### config.mk
export PLATFORM = sky130hd
export DESIGN_NAME = dmgplus_cart_rd
export DESIGN_NICKNAME = d
export VERILOG_FILES = /design/src/rtl/dmgplus_cart_rd.sv
export SDC_FILE = /design/constraint.sdc
export NUM_CORES = 1
export LEC_CHECK = 0
export ABC_AREA = 0
export CAP_MARGIN = 20
export CORE_ASPECT_RATIO = 0.6
export CORE_MARGIN = 2
export CORE_UTILIZATION = 25
export CTS_BUF_LIST = sky130_fd_sc_hd__clkbuf_8
export CTS_CLUSTER_SIZE = 16
export DETAILED_ROUTE_END_ITERATION = 10
export SYNTH_ARGS = -nofsm -noshare
export SYNTH_HDL_FRONTEND = slang
export SYNTH_SLANG_ARGS = --single-unit
### constraint.sdc
create_clock -name clk_8m -period 2.5 [get_ports clk_8m]
set_clock_uncertainty 0.15 [all_clocks]
set_input_delay 0.75 -clock clk_8m [delete_from_list [all_inputs] [get_ports clk_8m]]
set_output_delay 0.75 -clock clk_8m [all_outputs]
set_load 0.05 [all_outputs]
### src/rtl/dmgplus_cart_rd.sv
// Game Boy cartridge-bus read engine: turns a one-cycle rom_rd into a timed /RD cycle and latches the byte.
// Optional `DMGPLUS_CART_DBLREAD_EN re-reads until two consecutive samples agree (or MAX_READS is reached).
module dmgplus_cart_rd #(
  parameter int unsigned SETUP_CYCLES  = 1,
  parameter int unsigned ACCESS_CYCLES = 3,
  parameter int unsigned MAX_READS     = 8
) (
  input  logic        clk_8m,
  input  logic        rst_n,
  input  logic        bus_own,
  input  logic [15:0] rom_addr,
  input  logic        rom_rd,
  output logic [7:0]  rom_data,
  output logic        rom_bsy,
  output logic        rom_err,
  output logic [15:0] cart_a,
  input  logic [7:0]  cart_d,
  output logic        cart_rd_n,
  output logic        cart_wr_n,
  output logic        cart_cs_n,
  output logic        cart_oe
);

  if (SETUP_CYCLES < 1 || SETUP_CYCLES > 15) begin : g_bad_setup
    $error("SETUP_CYCLES must be 1..15");
  end
  if (ACCESS_CYCLES < 1 || ACCESS_CYCLES > 15) begin : g_bad_access
    $error("ACCESS_CYCLES must be 1..15");
  end
  if (MAX_READS < 2 || MAX_READS > 15) begin : g_bad_reads
    $error("MAX_READS must be 2..15");
  end

  localparam logic [1:0] S_IDLE   = 2'd0;
  localparam logic [1:0] S_SETUP  = 2'd1;
  localparam logic [1:0] S_STROBE = 2'd2;
  localparam logic [1:0] S_HOLD   = 2'd3;

  localparam logic [3:0] SETUP_LD  = 4'(SETUP_CYCLES - 1);
  localparam logic [3:0] ACCESS_LD = 4'(ACCESS_CYCLES - 1);

  logic [1:0]  state_q, state_d;
  logic [3:0]  cnt_q, cnt_d;
  logic        busy_q, busy_d;
  logic [15:0] addr_q, addr_d;
  logic        rd_n_q, rd_n_d;
  logic        cs_n_q, cs_n_d;
  logic        oe_q;
  logic [7:0]  data_q, data_d;
  logic        accept;

`ifdef DMGPLUS_CART_DBLREAD_EN
  localparam logic [3:0] LAST_READ = 4'(MAX_READS - 1);
  logic [3:0] nreads_q, nreads_d;
  logic       err_q, err_d;
  logic       match;

  // data_q still holds the previous sample of this request, so it doubles as the compare reference.
  assign match = (nreads_q != 4'd0) && (cart_d == data_q);
`endif

  assign accept = rom_rd & bus_own & (state_q == S_IDLE);

  always_comb begin
    state_d = state_q;
    cnt_d   = cnt_q;
    busy_d  = busy_q;
    addr_d  = addr_q;
    rd_n_d  = rd_n_q;
    cs_n_d  = cs_n_q;
    data_d  = data_q;
`ifdef DMGPLUS_CART_DBLREAD_EN
    nreads_d = nreads_q;
    err_d    = err_q;
`endif
    if (!bus_own) begin
      state_d = S_IDLE;
      busy_d  = 1'b0;
      rd_n_d  = 1'b1;
      cs_n_d  = 1'b1;
    end else begin
      case (state_q)
        S_IDLE: begin
          if (rom_rd) begin
            addr_d  = rom_addr;
            busy_d  = 1'b1;
            cnt_d   = SETUP_LD;
            state_d = S_SETUP;
`ifdef DMGPLUS_CART_DBLREAD_EN
            nreads_d = 4'd0;
`endif
          end
        end
        S_SETUP: begin
          if (cnt_q == 4'd0) begin
            cnt_d   = ACCESS_LD;
            state_d = S_STROBE;
            rd_n_d  = 1'b0;
            cs_n_d  = (addr_q[15:13] != 3'b101);
          end else begin
            cnt_d = cnt_q - 4'd1;
          end
        end
        S_STROBE: begin
          if (cnt_q == 4'd0) begin
            data_d  = cart_d;
            rd_n_d  = 1'b1;
            cs_n_d  = 1'b1;
            state_d = S_HOLD;
`ifdef DMGPLUS_CART_DBLREAD_EN
            nreads_d = nreads_q + 4'd1;
            if (!match) begin
              if (nreads_q == LAST_READ) begin
                err_d = 1'b1;
              end else begin
                state_d = S_SETUP;
                cnt_d   = SETUP_LD;
              end
            end
`endif
          end else begin
            cnt_d = cnt_q - 4'd1;
          end
        end
        default: begin
          busy_d  = 1'b0;
          state_d = S_IDLE;
        end
      endcase
    end
  end

  always_ff @(posedge clk_8m) begin
    if (!rst_n) begin
      state_q <= S_IDLE;
      cnt_q   <= '0;
      busy_q  <= 1'b0;
      addr_q  <= '0;
      rd_n_q  <= 1'b1;
      cs_n_q  <= 1'b1;
      oe_q    <= 1'b0;
      data_q  <= '0;
    end else begin
      state_q <= state_d;
      cnt_q   <= cnt_d;
      busy_q  <= busy_d;
      addr_q  <= addr_d;
      rd_n_q  <= rd_n_d;
      cs_n_q  <= cs_n_d;
      oe_q    <= bus_own;
      data_q  <= data_d;
    end
  end

`ifdef DMGPLUS_CART_DBLREAD_EN
  always_ff @(posedge clk_8m) begin
    if (!rst_n) begin
      nreads_q <= '0;
      err_q    <= 1'b0;
    end else begin
      nreads_q <= nreads_d;
      err_q    <= err_d;
    end
  end
  assign rom_err = err_q;
`else
  assign rom_err = 1'b0;
`endif

  assign rom_bsy   = busy_q | accept;
  assign rom_data  = data_q;
  assign cart_a    = addr_q;
  assign cart_rd_n = rd_n_q;
  assign cart_cs_n = cs_n_q;
  assign cart_wr_n = 1'b1;
  assign cart_oe   = oe_q;

endmodule

==> metrics, run 1 <==
total chip power=1.28 mW; Post-Syn Area per Cell=8.88 µm²; DR vias/cell=4.18; Worst-Skew Late Latency=0.27 ns; Post-synth EDFFs=0; Min-Delay Path Class=reg2reg; Crit Path Category=reg2out; synth top area cells=dfxtp_1, nand2_1, a21boi_0; highest clock rate=0.425 GHz; synthesized cell area=1530 µm²; CP bufs+invs=1; die footprint=6770 µm²; row count=21; initial antenna violation count=0; Pwr Density=558 nW/µm²; DRC Markers=0; R2R cell count=6; syn nets=206; Leak=0.922 nW; R2R Path Start=state_q[0]; Max Slew Vio Count=0; RePlAce Congestion=0.819; cell taking the most area after synthesis=dfxtp_1; clk slew on worst S/H paths=0.07 ns; CTS tree=yes; vias in the first global route=1187; share of the synthesized area in the top cell type=44.6%; Final period util=94.1%; R2R Path End=cnt_q[1]; Pre-Repair DR Iteration Count=4; Rel. slew slack=64.4%; Crit path arrival time=1.45 ns; maximum vdd drop=0.208 mV; outcome=complete, no violations; Synth async-reset ratio=0%; # IOs=58; cells after synthesis=172; Ant. Diodes=0; Vias=1304; Synth top cells by count=nand2_1, dfxtp_1, a21boi_0; Port Buf Inserts=55; Routed WL per cell=12.1 µm; Worst setup SP type=register; Hold Slack=0.313 ns; Routed Wire Length=3780 µm; GRT Residual Overflow=0; share of cells above drive strength 1=7.33%; Total GRT Usage=11.5%; clk sinks=34; Final min period=2.35 ns; CP required=1.60 ns; Root Driver=clkbuf_8; CP Capture Point=cart_a[13]; Slew @ Worst Pin=0.532 ns; Starting DRT DRC Count=35; Synth cell types=35; Setup-failing EPs final=0; CP max stage cell=clkdlybuf4s50_1; Max Cap Viol=0; H-tree levels=2; maximum clock path buffer count=2; ANT nets after route=0; Initial Util=26.7%; Area growth syn-to-layout=50.1%; total number of yosys warnings=0; RSZ-0062 raised after global routing=no; most numerous cell in the Yosys netlist=nand2_1; Top FF cell, synth=dfxtp_1; Worst path depth=1; Final Hold Viols=0; DIE WIDTH=105 µm; first-pass GRT wire length=6010 µm; Layout Utilization=40.0%; delay-heaviest family, CP=buffers and inverters; CORE AREA=5730 µm²; hpwl dp=2820 µm; largest net degree at the start of global routing=17; Crit Path Max Fanout=3; CP endpoint kind=primary output; CP max stage delay=0.82 ns; nets=265; FF+latch count, synth=34; Seq/Total Area, Yosys=44.6%; CTS Buf Count=5; chip height=64.6 µm; Worst setup startpoint=cart_a[13]; R2R setup slack=0.54 ns; worst-path cell chain=clkdlybuf4s50_1
-- cell type report --
type                    count  area (µm²)
clock inverters             3        37.5
fillers                   626        3430
inverters                   9        33.8
clock buffers               5        68.8
well taps                  80         100
repair buffers             61         603
flip-flops and latches     34         681
multi-input cells         120         769
-- cell usage in the layout (no fill, tap or decap) --
master / instances
a2111oi_2: 1
a21boi_0: 15
a21boi_1: 1
a21oi_1: 3
a221o_1: 1
and2_1: 1
and3_1: 1
buf_12: 1
buf_4: 6
bufinv_16: 1
clkbuf_8: 5
clkdlybuf4s50_1: 52
conb_1: 2
dfxtp_1: 34
dlygate4sd2_1: 2
ha_1: 6
inv_1: 11
mux2i_1: 11
nand2_1: 41
nand2b_1: 1
nand3_1: 2
nand3_2: 1
nand3b_1: 1
nand4_1: 1
nor2_1: 4
nor2b_1: 10
nor3_1: 4
nor3b_1: 1
nor3b_4: 1
nor4b_1: 1
o211ai_1: 1
o21ai_0: 1
o21bai_2: 1
o221ai_1: 1
o22ai_1: 2
o31a_1: 1
or3_1: 2
or4bb_1: 1
-- registers in the layout, summed over array words and instances (netlist names) --
| register | count |
|---|---|
| busy_q | 1 |
| cart_a | 16 |
| cart_cs_n | 1 |
| cart_oe | 1 |
| cart_rd_n | 1 |
| cnt_q | 4 |
| rom_data | 8 |
| state_q | 2 |
-- cell families (layout without fill, tap and decap cells) --
family	Yosys count	after routing	synth area share [%]
fa+ha+maj	6	6	4.91
flops	34	34	44.6
other cells	2	2	0.492
mux	11	11	7.21
compound gates	28	28	14.0
buf+inv	18	78	5.08
simple gates	73	73	23.8
-- power breakdown --
group | switching, mW | total [mW] | internal (mW)
sequential | 0.00960 | 0.568 | 0.559
combinational | 0.128 | 0.230 | 0.102
clock | 0.192 | 0.482 | 0.290
total | 0.330 | 1.28 | 0.951
-- tightest hold or removal path: stages (launching register included) --
cell      delay [ns]
dfxtp_1         0.31
nand2_1         0.05
a21boi_0        0.06
-- worst min path at each step --
stage / start / end / slack (ns) / cells past startpoint
3_5_place_dp: cart_a[2] / cart_a[2] / 0.30 / 2
5_1_grt: cart_a[2] / cart_a[2] / 0.34 / 2
2_1_floorplan: cnt_q[0] / cnt_q[0] / 0.30 / 2
6_report: cart_a[11] / cart_a[11] / 0.31 / 2
4_1_cts: cart_a[2] / cart_a[2] / 0.32 / 2
3_3_place_gp: cart_a[2] / cart_a[2] / 0.29 / 2
-- layer usage --
metal	part of all wire (%)	vias up	GRT usage [%]
li1	-	685	-
met1	53	576	16.3
met2	37	41	15.1
met3	8.9	2	5.33
met4	0.50	0	3.50
met5	0	-	0
-- per-stage QoR --
| step | worst slack [ns] | cells | instance area [µm²] | TNS, ns |
|---|---|---|---|---|
| after global routing | 0.0924 | 312 | 2290 | 0 |
| after CTS | 0.129 | 312 | 2290 | 0 |
| after global placement | -0.00912 | 304 | 2190 | -0.00912 |
| after detailed placement | -0.0109 | 304 | 2190 | -0.0109 |
| after floorplan | 0.247 | 172 | 1530 | 0 |
| final | 0.148 | 312 | 2290 | 0 |
-- what timing repair did --
| item | CTS | global route |
|---|---|---|
| setup buffers | 0 | 0 |
| setup endpoints to repair | 1 | 0 |
| endpoints found under the hold margin | 0 | 0 |
| gates resized for setup | 2 | 0 |
| hold buffers | 0 | 0 |
No activity file was read; power rests on OpenSTA's default activity.
==> run 2: changes to the inputs <==
Settings changed: CORE_ASPECT_RATIO 0.6 to 1.75.
==> metrics, run 2 (same netlist as run 1, synthesis figures left out) <==
# IOs=58 (unchanged); hold endpoint=cart_a[10] (was cart_a[11]); Leak=0.919 nW (was 0.922 nW); Final period util=94.0% (was 94.1%); setup TNS=0 ns (unchanged); CP required=1.60 ns (about the same); initial antenna violation count=0 (unchanged); hpwl dp=2850 µm (was 2820 µm); Final Hold Viols=0 (unchanged); Routed WL per cell=12.3 µm (was 12.1 µm); delay-heaviest family, CP=buffers and inverters (unchanged); largest net degree at the start of global routing=19 (was 17); Crit Path Category=reg2out (unchanged); Final Non-Filler Cells=311 (was 312); worst-path cell chain=clkdlybuf4s50_1 (unchanged); chip height=107 µm (was 64.6 µm); GRT Residual Overflow=0 (unchanged); Filler Cell Count=635 (was 626); Port Buf Inserts=55 (unchanged); placed cell count=303 (was 304); Worst setup SP type=register (unchanged); DR vias/cell=4.35 (was 4.18); min-delay src=cart_a[10] (was cart_a[11]); setup ws final=0.150 ns (was 0.148 ns); Vias=1354 (was 1304); first-pass GRT wire length=6370 µm (was 6010 µm); commonest non-fill, non-tap cell in the layout=clkdlybuf4s50_1 (unchanged); Area growth syn-to-layout=49.3% (was 50.1%); RSZ-0062 raised after global routing=no (unchanged); Setup-failing EPs final=0 (unchanged); vias in the first global route=1399 (was 1187); ANT nets after route=0 (unchanged); Max Slew Vio Count=0 (unchanged); Rel. slew slack=66.2% (was 64.4%); R2R cell count=6 (unchanged); Crit path arrival time=1.45 ns (about the same); Initial Util=26.0% (was 26.7%); R2R Path Start=state_q[0] (unchanged); Root Driver=clkbuf_8 (unchanged); Final min period=2.35 ns (about the same); Crit Path Max Fanout=3 (unchanged); clk slew on worst S/H paths=0.07 ns (about the same); nets=266 (was 265); Starting DRT DRC Count=72 (was 35); setup slack after placement=-0.0146 ns (was -0.0109 ns); CORE AREA=5880 µm² (was 5730 µm²); H-tree levels=2 (unchanged); maximum clock path buffer count=2 (unchanged); R2R setup slack=0.53 ns (was 0.54 ns); Worst setup startpoint=cart_a[15] (was cart_a[13]); Routed Wire Length=3820 µm (was 3780 µm); sequential cell area=681 µm² (unchanged); RePlAce Congestion=0.757 (was 0.819); CP bufs+invs=1 (unchanged); Total GRT Usage=12.1% (was 11.5%); R2R Path End=cnt_q[1] (unchanged); CTS tree=yes (unchanged); CP endpoint kind=primary output (unchanged); Pwr Density=532 nW/µm² (was 558 nW/µm²); row count=37 (was 21); share of cells above drive strength 1=8.58% (was 7.33%); CP max stage cell=clkdlybuf4s50_1 (unchanged); Min-Delay Path Class=reg2reg (unchanged); area of the multi-input gates=769 µm² (unchanged); maximum vdd drop=0.275 mV (was 0.208 mV); Hold Slack=0.312 ns (was 0.313 ns); Ant. Diodes=0 (unchanged); highest clock rate=0.425 GHz (about the same); Layout Utilization=38.8% (was 40.0%); outcome=complete, no violations (unchanged); die footprint=6780 µm² (was 6770 µm²); Worst-Skew Late Latency=0.28 ns (was 0.27 ns); CP max stage delay=0.81 ns (was 0.82 ns); max reg flops=16 (unchanged); Max Cap Viol=0 (unchanged); Slew @ Worst Pin=0.505 ns (was 0.532 ns); most frequent cells in the layout=clkdlybuf4s50_1, nand2_1, dfxtp_1 (unchanged); DIE WIDTH=63.1 µm (was 105 µm); DRC Markers=0 (unchanged); Pre-Repair DR Iteration Count=4 (unchanged); worst hold stages=2 (unchanged); clk sinks=34 (unchanged); CTS Buf Count=5 (unchanged)
-- run 2: changes by cell type in the layout (fill, tap and decap cells not counted) --
cell / change
bufinv_16: -1
inv_1: -1
clkdlybuf4s50_1: -1
buf_4: +2
clkbuf_8: +1
clkinv_2: +1
-- run 2: layout make-up --
cell class	instances	area share (%)
repair buffers	62	26.7
well taps	78	4.28
flip-flops and latches	34	29.8
clock inverters	2	0.384
multi-input cells	120	33.7
clock buffers	6	3.62
inverters	9	1.48
-- run 2: stage by stage --
step | total power [mW] | cell area [µm²]
after detailed placement | 0.816 | 2190
after CTS | 1.24 | 2280
after global placement | 0.813 | 2190
final | 1.21 | 2280
after floorplan | 0.711 | 1530
after global routing | 1.28 | 2280
-- run 2: report_power, final --
group	leakage (nW)	switching, mW	internal [mW]	total [mW]
registers	0.276	0.00969	0.559	0.568
clock network	0.0524	0.196	0.218	0.414
logic	0.590	0.128	0.103	0.231
-- run 2: repair_timing --
item                                    4_1_cts  5_1_grt
endpoints found under the setup margin        1        0
gates resized for setup                       2        0
hold buffers                                  0        0
buffers inserted                              0        0
hold endpoints to repair                      0        0
-- run 2: how the worst max path moves through the flow --
stage	to	cells after the start
floorplan	rom_bsy	2
global placement	rom_bsy	4
detailed placement	rom_bsy	4
CTS	cart_a[15]	1
global route	cart_a[14]	1
finish	cart_a[15]	1
-- run 2: layer usage --
layer	wire length (µm)	GRT usage, %	up-vias
met4	97	7.46	0
met1	1450	12.0	621
li1	-	-	686
met5	0	0	-
met3	177	3.14	9
met2	2100	22.2	38
==> run 3: changes to the inputs <==
Settings changed: MAX_ROUTING_LAYER from default to met4.
==> metrics, run 3 (same netlist as run 1, synthesis figures left out) <==
outcome=complete, no violations (unchanged); max reg flops=16 (unchanged); Crit Path Category=reg2out (unchanged); GRT Residual Overflow=0 (unchanged); Final min period=2.35 ns (about the same); Worst setup SP type=register (unchanged); CP max stage delay=0.81 ns (about the same); internal power=880 µW (about the same); maximum clock path buffer count=2 (unchanged); Clk pwr share=34.1% (about the same); Vias=1354 (unchanged); CP max stage cell=clkdlybuf4s50_1 (unchanged); hpwl dp=2850 µm (unchanged); clk slew on worst S/H paths=0.07 ns (about the same); RePlAce Congestion=0.767 (was 0.757); chip height=107 µm (unchanged); Initial Util=26.0% (unchanged); Pwr Density=532 nW/µm² (about the same); # Post-CTS Setup Buffers=0 (unchanged); Final Non-Filler Cells=311 (unchanged); Leak=0.919 nW (unchanged); share of cells above drive strength 1=8.58% (unchanged); Starting DRT DRC Count=73 (was 72); Setup-failing EPs final=0 (unchanged); most frequent cells in the layout=clkdlybuf4s50_1, nand2_1, dfxtp_1 (unchanged); highest clock rate=0.425 GHz (about the same); CTS tree=yes (unchanged); Total GRT Usage=12.5% (was 12.1%); CORE AREA=5880 µm² (unchanged); CP bufs+invs=1 (unchanged); post-cts repair resize count=2 (unchanged); Psw=334 µW (about the same); Filler Cell Count=635 (unchanged); maximum vdd drop=0.275 mV (about the same); row count=37 (unchanged); Rel. slew slack=66.3% (was 66.2%); largest net degree at the start of global routing=19 (unchanged); clk sinks=34 (unchanged); setup slack after placement=-0.0146 ns (unchanged); # IOs=58 (unchanged); first-pass GRT wire length=6360 µm (was 6370 µm); vias in the first global route=1398 (was 1399); Comb pwr share=19.0% (about the same); H-tree levels=2 (unchanged); Routed Wire Length=3820 µm (unchanged); RSZ-0062 raised after global routing=no (unchanged); ANT nets after route=0 (unchanged); Ant. Diodes=0 (unchanged); DIE WIDTH=63.1 µm (unchanged); DR vias/cell=4.35 (unchanged); Port Buf Inserts=55 (unchanged); Pre-Repair DR Iteration Count=4 (unchanged); initial antenna violation count=0 (unchanged); Worst-Skew Late Latency=0.28 ns (about the same); Final Hold Viols=0 (unchanged); Routed WL per cell=12.3 µm (unchanged); cell area after layout=2280 µm² (unchanged); worst-path cell chain=clkdlybuf4s50_1 (unchanged); Max Slew Vio Count=0 (unchanged); DRC Markers=0 (unchanged); commonest non-fill, non-tap cell in the layout=clkdlybuf4s50_1 (unchanged); Flop pwr share=46.8% (about the same); placed cell count=303 (unchanged); Max Cap Viol=0 (unchanged); Slew @ Worst Pin=0.504 ns (was 0.505 ns); Post-DP Area=2190 µm² (unchanged); CP endpoint kind=primary output (unchanged); Layout Utilization=38.8% (unchanged); Sw Share=27.5% (about the same); die footprint=6780 µm² (unchanged); Root Driver=clkbuf_8 (unchanged); nets=266 (unchanged); hold_buf cts=0 (unchanged); Crit Path Max Fanout=3 (unchanged); delay-heaviest family, CP=buffers and inverters (unchanged); CTS Buf Count=5 (unchanged); CP required=1.60 ns (about the same); Final period util=94.0% (about the same); Area growth syn-to-layout=49.3% (unchanged); Min-Delay Path Class=reg2reg (unchanged); setup ws final=0.149 ns (was 0.150 ns); Crit path arrival time=1.45 ns (about the same)
-- run 3: cell counts in the layout (fill, tap and decap cells not counted) --
No cell type changed its count.
-- run 3: final cells by class --
cell class	instances	area (µm²)	share of cell area [%]
clock buffers	6	82.6	3.62
repair buffers	62	608	26.7
flip-flops and latches	34	681	29.8
clock inverters	2	8.76	0.384
multi-input cells	120	769	33.7
well taps	78	97.6	4.28
inverters	9	33.8	1.48
-- run 3: path summary, 6_finish.rpt --
check | from | endpoint | slack, ns | cells after the start
setup / recovery | cart_a[15] | cart_a[15] | 0.15 | 1
hold / removal | cart_a[10] | cart_a[10] | 0.31 | 2
setup reg to reg | state_q[0] | cnt_q[1] | 0.53 | 6
hold reg to reg | cart_a[10] | cart_a[10] | 0.31 | 2
-- run 3: routing by layer --
metal | share of wire (%) | track usage [%] | wire, µm
met5 | 0 | - | 0
met3 | 4.4 | 3.03 | 168
met1 | 38 | 12.1 | 1460
met4 | 2.5 | 7.46 | 97
met2 | 55 | 22.2 | 2100
-- run 3: tightest hold or removal path, cell delays in order (launching register included) --
cell and delay [ns]:
dfxtp_1 0.31, nand2_1 0.04, a21boi_0 0.06
-- run 3: per-stage QoR --
stage                     hold WS [ns]  TNS (ns)  total power [mW]
after floorplan                  0.304         0             0.711
final                            0.312         0              1.21
after global placement           0.301  -0.00914             0.813
after detailed placement         0.306   -0.0146             0.816
after CTS                        0.318         0              1.24
after global routing             0.335         0              1.28
-- run 3: power by group through the flow --
stage	Combinational (mW)	Clock, mW	Sequential [mW]
2_1_floorplan	0.0801	0	0.631
3_3_place_gp	0.233	0	0.581
3_5_place_dp	0.235	0	0.581
4_1_cts	0.234	0.435	0.569
5_1_grt	0.249	0.460	0.571
6_report	0.231	0.414	0.568
